===== src/rtl/mc_muldiv_unit.sv =====
// mc_muldiv_unit: iterative radix-2 multiply/divide co-unit with start/busy/done handshake
// Ports: clk, reset_n (async, active-low); start/op/opa/opb request an operation,
// abort cancels one in flight; busy covers PREP..FIX, done pulses with new
// result_lo/result_hi/div_by_zero, which are held registers.
module mc_muldiv_unit #(
   parameter int WIDTH = 16
) (
   input  logic             clk,
   input  logic             reset_n,
   input  logic             start,
   input  logic [1:0]       op,
   input  logic [WIDTH-1:0] opa,
   input  logic [WIDTH-1:0] opb,
   input  logic             abort,
   output logic             busy,
   output logic             done,
   output logic [WIDTH-1:0] result_lo,
   output logic [WIDTH-1:0] result_hi,
   output logic             div_by_zero
);
   localparam int CW = $clog2(WIDTH);
   typedef enum logic [2:0] {IDLE, PREP, ITER, FIX, DONE} state_t;
   state_t state_q, state_d;
   logic [1:0] op_r;
   logic [WIDTH-1:0] a_r, b_r, m_r, a_abs, b_abs, quo, rmd;
   logic [WIDTH:0] rem;
   logic [2*WIDTH-1:0] acc, prod;
   logic [CW-1:0] cnt;
   logic neg_res, neg_rem, accept, is_div, div_zero, last;
   logic [WIDTH:0] mul_sum;
   logic [WIDTH+1:0] div_sh, div_t;
   assign is_div   = op_r[1];
   assign accept   = start && !abort && (state_q == IDLE || state_q == DONE);
   assign div_zero = is_div && b_r == '0;
   assign last     = cnt == CW'(WIDTH - 1);
   assign a_abs    = (op_r[0] && a_r[WIDTH-1]) ? -a_r : a_r;
   assign b_abs    = (op_r[0] && b_r[WIDTH-1]) ? -b_r : b_r;
   // Multiply: acc = {partial product, remaining multiplier bits}, m_r = multiplicand.
   assign mul_sum  = {1'b0, acc[2*WIDTH-1:WIDTH]} + (acc[0] ? {1'b0, m_r} : '0);
   // Divide: acc low half shifts dividend bits out MSB first and quotient bits in; m_r = divisor.
   assign div_sh   = {rem, acc[WIDTH-1]};
   assign div_t    = div_sh - {2'b0, m_r};
   assign prod     = neg_res ? -acc : acc;
   assign quo      = neg_res ? -acc[WIDTH-1:0] : acc[WIDTH-1:0];
   assign rmd      = neg_rem ? -rem[WIDTH-1:0] : rem[WIDTH-1:0];
   always_ff @(posedge clk or negedge reset_n)
      if (!reset_n) state_q <= IDLE;
      else state_q <= state_d;
   always_comb begin
      state_d = state_q;
      busy    = 1'b0;
      done    = 1'b0;
      case (state_q)
         IDLE: state_d = accept ? PREP : IDLE;
         PREP: begin
            busy    = 1'b1;
            state_d = abort ? IDLE : div_zero ? DONE : ITER;
         end
         ITER: begin
            busy    = 1'b1;
            state_d = abort ? IDLE : last ? FIX : ITER;
         end
         FIX: begin
            busy    = 1'b1;
            state_d = abort ? IDLE : DONE;
         end
         DONE: begin
            done    = 1'b1;
            state_d = accept ? PREP : IDLE;
         end
         default: state_d = IDLE;
      endcase
   end
   always_ff @(posedge clk or negedge reset_n)
      if (!reset_n) begin
         op_r        <= '0;
         a_r         <= '0;
         b_r         <= '0;
         m_r         <= '0;
         rem         <= '0;
         acc         <= '0;
         cnt         <= '0;
         neg_res     <= 1'b0;
         neg_rem     <= 1'b0;
         result_lo   <= '0;
         result_hi   <= '0;
         div_by_zero <= 1'b0;
      end else begin
         if (accept) begin
            op_r <= op;
            a_r  <= opa;
            b_r  <= opb;
         end
         if (!abort)
            case (state_q)
               PREP: begin
                  neg_res <= op_r[0] && (a_r[WIDTH-1] ^ b_r[WIDTH-1]);
                  neg_rem <= op_r[0] && a_r[WIDTH-1];
                  m_r     <= is_div ? b_abs : a_abs;
                  acc     <= {{WIDTH{1'b0}}, is_div ? a_abs : b_abs};
                  rem     <= '0;
                  cnt     <= '0;
                  if (div_zero) begin
                     result_lo   <= '1;
                     result_hi   <= a_r;
                     div_by_zero <= 1'b1;
                  end
               end
               ITER: begin
                  cnt <= cnt + 1'b1;
                  if (is_div) begin
                     rem            <= div_t[WIDTH+1] ? div_sh[WIDTH:0] : div_t[WIDTH:0];
                     acc[WIDTH-1:0] <= {acc[WIDTH-2:0], ~div_t[WIDTH+1]};
                  end else
                     acc <= {mul_sum, acc[WIDTH-1:1]};
               end
               FIX: begin
                  result_lo   <= is_div ? quo : prod[WIDTH-1:0];
                  result_hi   <= is_div ? rmd : prod[2*WIDTH-1:WIDTH];
                  div_by_zero <= 1'b0;
               end
               default: ;
            endcase
      end
endmodule

===== config.mk =====
export PLATFORM = sky130hd
export DESIGN_NAME = mc_muldiv_unit
export DESIGN_NICKNAME = d
export VERILOG_FILES = /design/src/rtl/mc_muldiv_unit.sv
export SDC_FILE = /design/constraint.sdc
export NUM_CORES = 1
export LEC_CHECK = 0
export ABC_AREA = 1
export CORE_MARGIN = 2
export CORE_UTILIZATION = 55
export DETAILED_ROUTE_END_ITERATION = 12
export PLACE_DENSITY = 0.75
export RECOVER_POWER = 100
export SYNTH_ARGS = -nofsm -noshare
export SYNTH_HDL_FRONTEND = slang
export SYNTH_SLANG_ARGS = --single-unit
export TNS_END_PERCENT = 10

===== constraint.sdc =====
create_clock -name clk -period 3.7 [get_ports clk]
set_clock_uncertainty 0.1 [all_clocks]
set_input_delay 0.74 -clock clk [delete_from_list [all_inputs] [get_ports clk]]
set_output_delay 0.74 -clock clk [all_outputs]
set_load 0.02 [all_outputs]

==> impl_metrics.csv, run 1 <==
group,metric,value,unit
hold_path,worstHoldEndpoint,"result_lo[6]",
die,ios,73,
setup_path,worst_r2r_startpoint,"b_r[0]",
clocking,post_cts_buffers,0,
setup_path,cp.arrival,3.29,ns
setup_path,crit_buf_inv,2,
drt,wl_met2,13380,µm
drt,viasPerCell,5.766,
hold_path,hp-class,"reg -> reg",
logic_synthesis,ys_warn_count,0,
logic_synthesis,synth_fp_nets,1615,
setup_path,crit_family,"buffers and inverters",
sta,final-setup-viol-count,0,
drt,firstDrtPassIters,6,
clocking,h-tree-depth,4,
clocking,ctsHoldBuffers,0,
die,die_h,140.8,µm
logic_synthesis,syn_area,0.01030,mm²
place,gp_congestion,0.9715,
setup_path,crit_path_cell_trace,"dlygate4sd3_1, nor2_1, nor2_1, clkinv_1, o22ai_1",
finish,syn_to_final_growth,13.53,%
finish,seq_area,0.003528,mm²
job,cap_violations,1,
drt,wl_met3,2717,µm
setup_path,r2r-end,"result_hi[7]",
clocking,tritoncts,"done",
setup_path,crit_path_top_delay_cell,"dlygate4sd3_1",
sta,maxSlewHeadroom,-0.3077,
global_route,grt_max_degree,77,
setup_path,crit_path_frequent_cell,"nor2_1",
die,die_x,140.8,µm
drt,wl_met1,14010,µm
finish,n_fill_cell,1782,
logic_synthesis,synth_edf_count,0,
sta,hold_viol_final,0,
hold_path,min_from,"result_lo[6]",
sta,rsz0062_at_grt,"no",
drt,drt_iter0_drc,1592,
finish,antennaDiodeCount,0,
logic_synthesis,synth_seq_cells,141,
global_route,grt_pass1_vias,9470,
setup_path,start_kind,"input port",
setup_path,cp-end-kind,"register",
global_route,antenna_found_initial,0,
logic_synthesis,synthArstFlopShare,1.000,
drt,drc,0,
sta,drv_slew,76,
clocking,cts-root-buf,"clkbuf_16",
sta,min_period,3.047,ns
clocking,clkLatencyLatePin,0.43,ns
clocking,clk_path_buf_depth,2,
place,dpl_cell_area,0.01119,mm²
global_route,track_usage,0.3142,
logic_synthesis,syn_avg_cell_area,6.694,µm²
setup_path,slowest_delay,0.80,ns
power_and_ir_drop,powerDensity,643.2,mW/mm²
setup_path,worstSetupPathType,"in -> reg",
power_and_ir_drop,power_leakage,0.005833,µW
place,io_buffers,72,
clocking,ctsResizeCount,0,
die,initial_utilization,0.5560,
setup_path,crit_fanout,10,
sta,setup_tns,0,ns
sta,tightest_slew,1.962,ns
sta,post-route-period-util,0.8236,
finish,most-common-layout-cells,"nand2_1, nor2_1, nand3_1, inv_1, dfrtp_1",
global_route,grt_pass1_wl,49560,µm
drt,routedWlPerCell,16.80,µm
die,design.core.area,0.01852,mm²
drt,maxUsedRoutingLayer,"met4",
hold_path,whs_path_depth,2,
setup_path,required,3.94,ns
logic_synthesis,synth_cell_types,47,
logic_synthesis,synth-main-ff-cell,"dfrtp_1",
global_route,globalRouteOverflowTotal,0,
finish,nets,1669,
clocking,numCtsBuffers,17,
drt,num_vias,10600,
place,dpl.hpwl,23440,µm
run_status,violations,"max-capacitance violations, max-slew violations",
logic_synthesis,ys_seq_area_frac,0.3427,
drt,ant_nets,0,
logic_synthesis,syn_inst,1538,
die,row_count,50,
finish,multi_input_area,0.005778,mm²
setup_path,rrSetupSlack,0.68,ns
setup_path,ff2ff_path_depth,12,
die,die_area,0.01983,mm²
run_status,status,"finished with violations",
drt,totalWireLength,30880,µm
sta,max_freq,0.3282,GHz
finish,final_common_cell,"nand2_1",
finish,fin_area,0.01169,mm²
clocking,cts_sinks,141,
finish,layout-drive-gt1-share,0.04239,
clocking,clk_pin_slew_worst_paths,0.06,ns
power_and_ir_drop,ir_worst_vdd,405.6,µV
-- tightest hold or removal path: cells and delay by family, from the launching register on --
kind / cells / cell delay [ns]
DFF: 1 / 0.34
and+or+nand+nor: 2 / 0.10
-- sequential cells by signal (all words and copies together), names as in the netlist, 2 cells and up --
| signal | count |
|---|---|
| rem | 17 |
| result_hi | 16 |
| m_r | 16 |
| result_lo | 16 |
| state_q | 3 |
| cnt | 4 |
| op_r | 2 |
| acc | 32 |
| b_r | 16 |
| a_r | 16 |
-- cell families after synthesis --
kind of cell,share of synthesized area
simple gates,0.3332
compound gates,0.1571
buf+inv,0.09211
flops,0.3427
fa+ha+maj,0.04885
xor+xnor,0.02382
mux,0.002187
-- through the flow --
stage                     total power [µW]  worst slack, ns  utilization  cells  hold WS [ns]
final                                 7518           0.6528       0.6312   1838        0.3719
after global routing                  7989           0.5372       0.6312   1838        0.3970
after detailed placement              5741           0.7699       0.6042   1807        0.3645
after CTS                             7491           0.9042       0.6355   1838        0.2689
after global placement                5693           0.8147       0.6042   1807        0.3695
after floorplan                       4669            1.228            -   1538        0.3444
-- layer usage --
metal,global-route usage,vias up
met4,0.09579,0
met3,0.05333,69
met2,0.4819,556
met5,0,-
li1,-,5164
met1,0.4576,4809
-- area by class of cell --
class                           instances  area share
Tap cell                              234     0.02505
Timing Repair Buffer                   90     0.07129
Clock inverter                         11     0.01145
Clock buffer                           20     0.03821
Sequential cell                       141      0.3019
Inverter                              180     0.05780
Multi-Input combinational cell       1162      0.4943
-- worst max path at each step --
stage / startpoint / endpoint / slack (ns) / depth (start not counted)
floorplan: acc[0] / acc[23] / 1.23 / 17
global placement: abort / acc[23] / 0.81 / 5
detailed placement: abort / acc[23] / 0.77 / 5
CTS: acc[0] / acc[23] / 0.90 / 15
global route: b_r[0] / result_hi[7] / 0.54 / 12
finish: abort / acc[23] / 0.65 / 5
-- cells in the mapped netlist (2+ instances only) --
cell type,instances,share of area
buf_6,5,0.0055
a22oi_1,6,0.0044
nor2_2,8,0.0049
nor2_1,171,0.062
dfrtp_1,141,0.34
nand4_1,14,0.0085
buf_2,20,0.0097
nand3_1,173,0.084
nor2_4,2,0.0022
or2_2,2,0.0012
o21ai_0,81,0.039
a21oi_1,114,0.055
nand3b_1,6,0.0044
nand2_1,405,0.15
o211ai_1,10,0.0073
xnor2_1,11,0.0094
buf_1,7,0.0026
o31ai_1,2,0.0015
a31oi_1,7,0.0043
mux2_2,2,0.0022
or2_1,2,0.0012
o22ai_1,16,0.0097
fa_1,2,0.0039
a21oi_2,8,0.0068
a21o_1,7,0.0051
o21ai_1,9,0.0044
nor3_1,16,0.0078
and2_1,2,0.0012
nand3_2,2,0.0019
ha_1,37,0.045
nand2_2,3,0.0018
inv_1,167,0.061
clkinv_1,2,0.00073
inv_2,11,0.0040
a221oi_1,14,0.012
o21bai_1,5,0.0036
xor2_1,17,0.014
clkbuf_1,22,0.0080
-- where the power goes --
part	total (µW)	internal (µW)	switching [µW]
Clock	1730	1020	719
Sequential	2440	1940	498
Combinational	3350	1150	2190
Note: power is estimated with default switching activity, not from simulation.
==> inputs of run 2 (changes only) <==
--- a/config.mk
+++ b/config.mk
@@ -9,7 +9,7 @@
 export CORE_MARGIN = 2
 export CORE_UTILIZATION = 55
 export DETAILED_ROUTE_END_ITERATION = 12
-export PLACE_DENSITY = 0.75
+export PLACE_DENSITY = 0.78
 export RECOVER_POWER = 100
 export SYNTH_ARGS = -nofsm -noshare
 export SYNTH_HDL_FRONTEND = slang
==> constraint.sdc (replaced) <==
create_clock -name clk -period 2.7 [get_ports clk]
set_clock_uncertainty 0.1 [all_clocks]
set_input_delay 0.54 -clock clk [delete_from_list [all_inputs] [get_ports clk]]
set_output_delay 0.54 -clock clk [all_outputs]
set_load 0.02 [all_outputs]
==> impl_metrics.csv, run 2 (same netlist as run 1, synthesis figures left out) <==
group,metric,value,unit
power_and_ir_drop,power.switching,4709,µW
place,io_buffers,72,
finish,final_core_util,0.6414,
sta,maxSlewHeadroom,0.04207,
hold_path,min_from,"result_lo[6]",
job,cap_violations,0,
place,dpl.hpwl,24020,µm
clocking,clkLatencyLatePin,0.44,ns
finish,regMostFlops,"acc",
drt,viasPerCell,5.802,
clocking,numCtsBuffers,17,
drt,firstDrtPassIters,7,
setup_path,crit_family,"buffers and inverters",
clocking,h-tree-depth,4,
setup_path,worstSetupPathType,"in -> reg",
setup_path,ff2ff_path_depth,12,
power_and_ir_drop,power_leakage,0.005943,µW
global_route,grt_pass1_vias,9829,
setup_path,crit_path_top_delay_cell,"dlygate4sd3_1",
finish,final_common_cell,"nand2_1",
finish,largest_reg_flops,32,
finish,reg.largest.list,"acc x32, rem x17",
setup_path,rrSetupSlack,0.16,ns
sta,min_period,2.634,ns
power_and_ir_drop,powerDensity,888.6,mW/mm²
power_and_ir_drop,p_seq_frac,0.311,
setup_path,crit_fanout,10,
finish,nets,1682,
clocking,clk_path_buf_depth,2,
sta,final-setup-viol-count,0,
finish,syn_to_final_growth,15.36,%
sta,post-route-period-util,0.9755,
clocking,tritoncts,"done",
die,row_count,50,
setup_path,cp-end-kind,"register",
setup_path,worst-path-stages,8,
setup_path,start_kind,"input port",
sta,setup_tns,0,ns
power_and_ir_drop,clockPowerShare,0.246,
clocking,clk_pin_slew_worst_paths,0.06,ns
finish,antennaDiodeCount,0,
global_route,grt_pass1_wl,50620,µm
die,die_h,140.8,µm
clocking,cts-root-buf,"clkbuf_16",
drt,drc,0,
setup_path,crit_path_cell_trace,"dlygate4sd3_1, nor2_1, clkbuf_1, clkbuf_1, inv_1, nor3_1, a21oi_1, nand2_1",
power_and_ir_drop,power_frac_comb,0.443,
die,die_x,140.8,µm
setup_path,worst_r2r_startpoint,"b_r[0]",
clocking,post_cts_buffers,0,
hold_path,whs_path_depth,2,
die,initial_utilization,0.5560,
sta,hold_viol_final,0,
clocking,cts_sinks,141,
setup_path,cp-endpoint,"result_hi[0]",
finish,most-common-layout-cells,"nand2_1, nand3_1, nor2_1, inv_1, dfrtp_1",
die,design.core.area,0.01852,mm²
global_route,antenna_found_initial,0,
global_route,globalRouteOverflowTotal,0,
power_and_ir_drop,internal-power,5845,µW
setup_path,r2r-end,"result_hi[9]",
setup_path,crit_buf_inv,4,
hold_path,hp-class,"reg -> reg",
sta,max_freq,0.3797,GHz
sta,drv_slew,0,
place,gp_congestion,0.9587,
setup_path,required,2.98,ns
sta,rsz0062_at_grt,"no",
setup_path,crit_path_frequent_cell,"clkbuf_1",
power_and_ir_drop,p_sw_frac,0.4462,
drt,ant_nets,0,
drt,num_vias,10750,
setup_path,slowest_delay,0.63,ns
die,ios,73,
global_route,grt_max_degree,57,
setup_path,startpoint,"abort",
drt,routedWlPerCell,16.84,µm
drt,drt_iter0_drc,1210,
drt,totalWireLength,31180,µm
sta,tightest_slew,1.437,ns
finish,layout-drive-gt1-share,0.05686,
setup_path,cp.arrival,2.91,ns
power_and_ir_drop,ir_worst_vdd,501.3,µV
run_status,status,"finished, final reports clean",
die,die_area,0.01983,mm²
global_route,track_usage,0.3228,
[run 2: worst register-to-register path, delay by kind of cell (launching register included)]
family	cells	cell delay (ns)
buffers and inverters	3	0.61
DFF	1	0.37
adders and majority gates	1	0.23
and+or+nand+nor	8	1.11
[run 2: layout make-up]
class / count / area (µm²)
repair buffers: 103 / 945.9
clock inverters: 14 / 206.4
fillers: 1706 / 6640
clock buffers: 18 / 429.2
multi-input cells: 1162 / 5799
flip-flops and latches: 141 / 3528
inverters: 180 / 675.6
well taps: 234 / 292.8
[run 2: worst min path at each step]
stage / to / slack [ns]
after floorplan: a_r[0] / 0.14
after global placement: result_hi[2] / 0.36
after detailed placement: result_lo[6] / 0.37
after CTS: result_lo[6] / 0.38
after global routing: result_hi[2] / 0.40
final: result_lo[6] / 0.37
[run 2: per-layer routing]
layer / track usage / up-vias / share of wire
met5: 0 / - / 0
met4: 0.1263 / 0 / 0.036
met3: 0.05605 / 90 / 0.082
met2: 0.4911 / 532 / 0.44
met1: 0.4612 / 4917 / 0.44
li1: - / 5206 / -
[run 2: timing repair]
action | 4_1_cts | 5_1_grt
gates resized for setup | 0 | 2
hold endpoints to repair | 52 | 0
hold buffers | 1 | 0
setup endpoints to repair | 0 | 2
[run 2: per-stage QoR]
step                total power [µW]  setup slack (ns)  hold WS, ns  cells  instance area, µm²
floorplan                       6398            0.2278       0.1444   1538               10300
global placement                7836            0.2450       0.3635   1819               11300
detailed placement              7922            0.2221       0.3653   1819               11300
CTS                            10520            0.2109       0.3829   1852               11950
global route                   11260          0.004700       0.4036   1852               11880
finish                         10550           0.06610       0.3706   1852               11880
[run 2: power by group through the flow]
| stage | Clock [µW] | Sequential, µW | Combinational (µW) |
|---|---|---|---|
| final | 2600 | 3290 | 4670 |
| after global routing | 2700 | 3360 | 5200 |
| after CTS | 2600 | 3270 | 4650 |
| after detailed placement | 0 | 3300 | 4620 |
| after global placement | 0 | 3290 | 4540 |
| after floorplan | 0 | 3230 | 3170 |
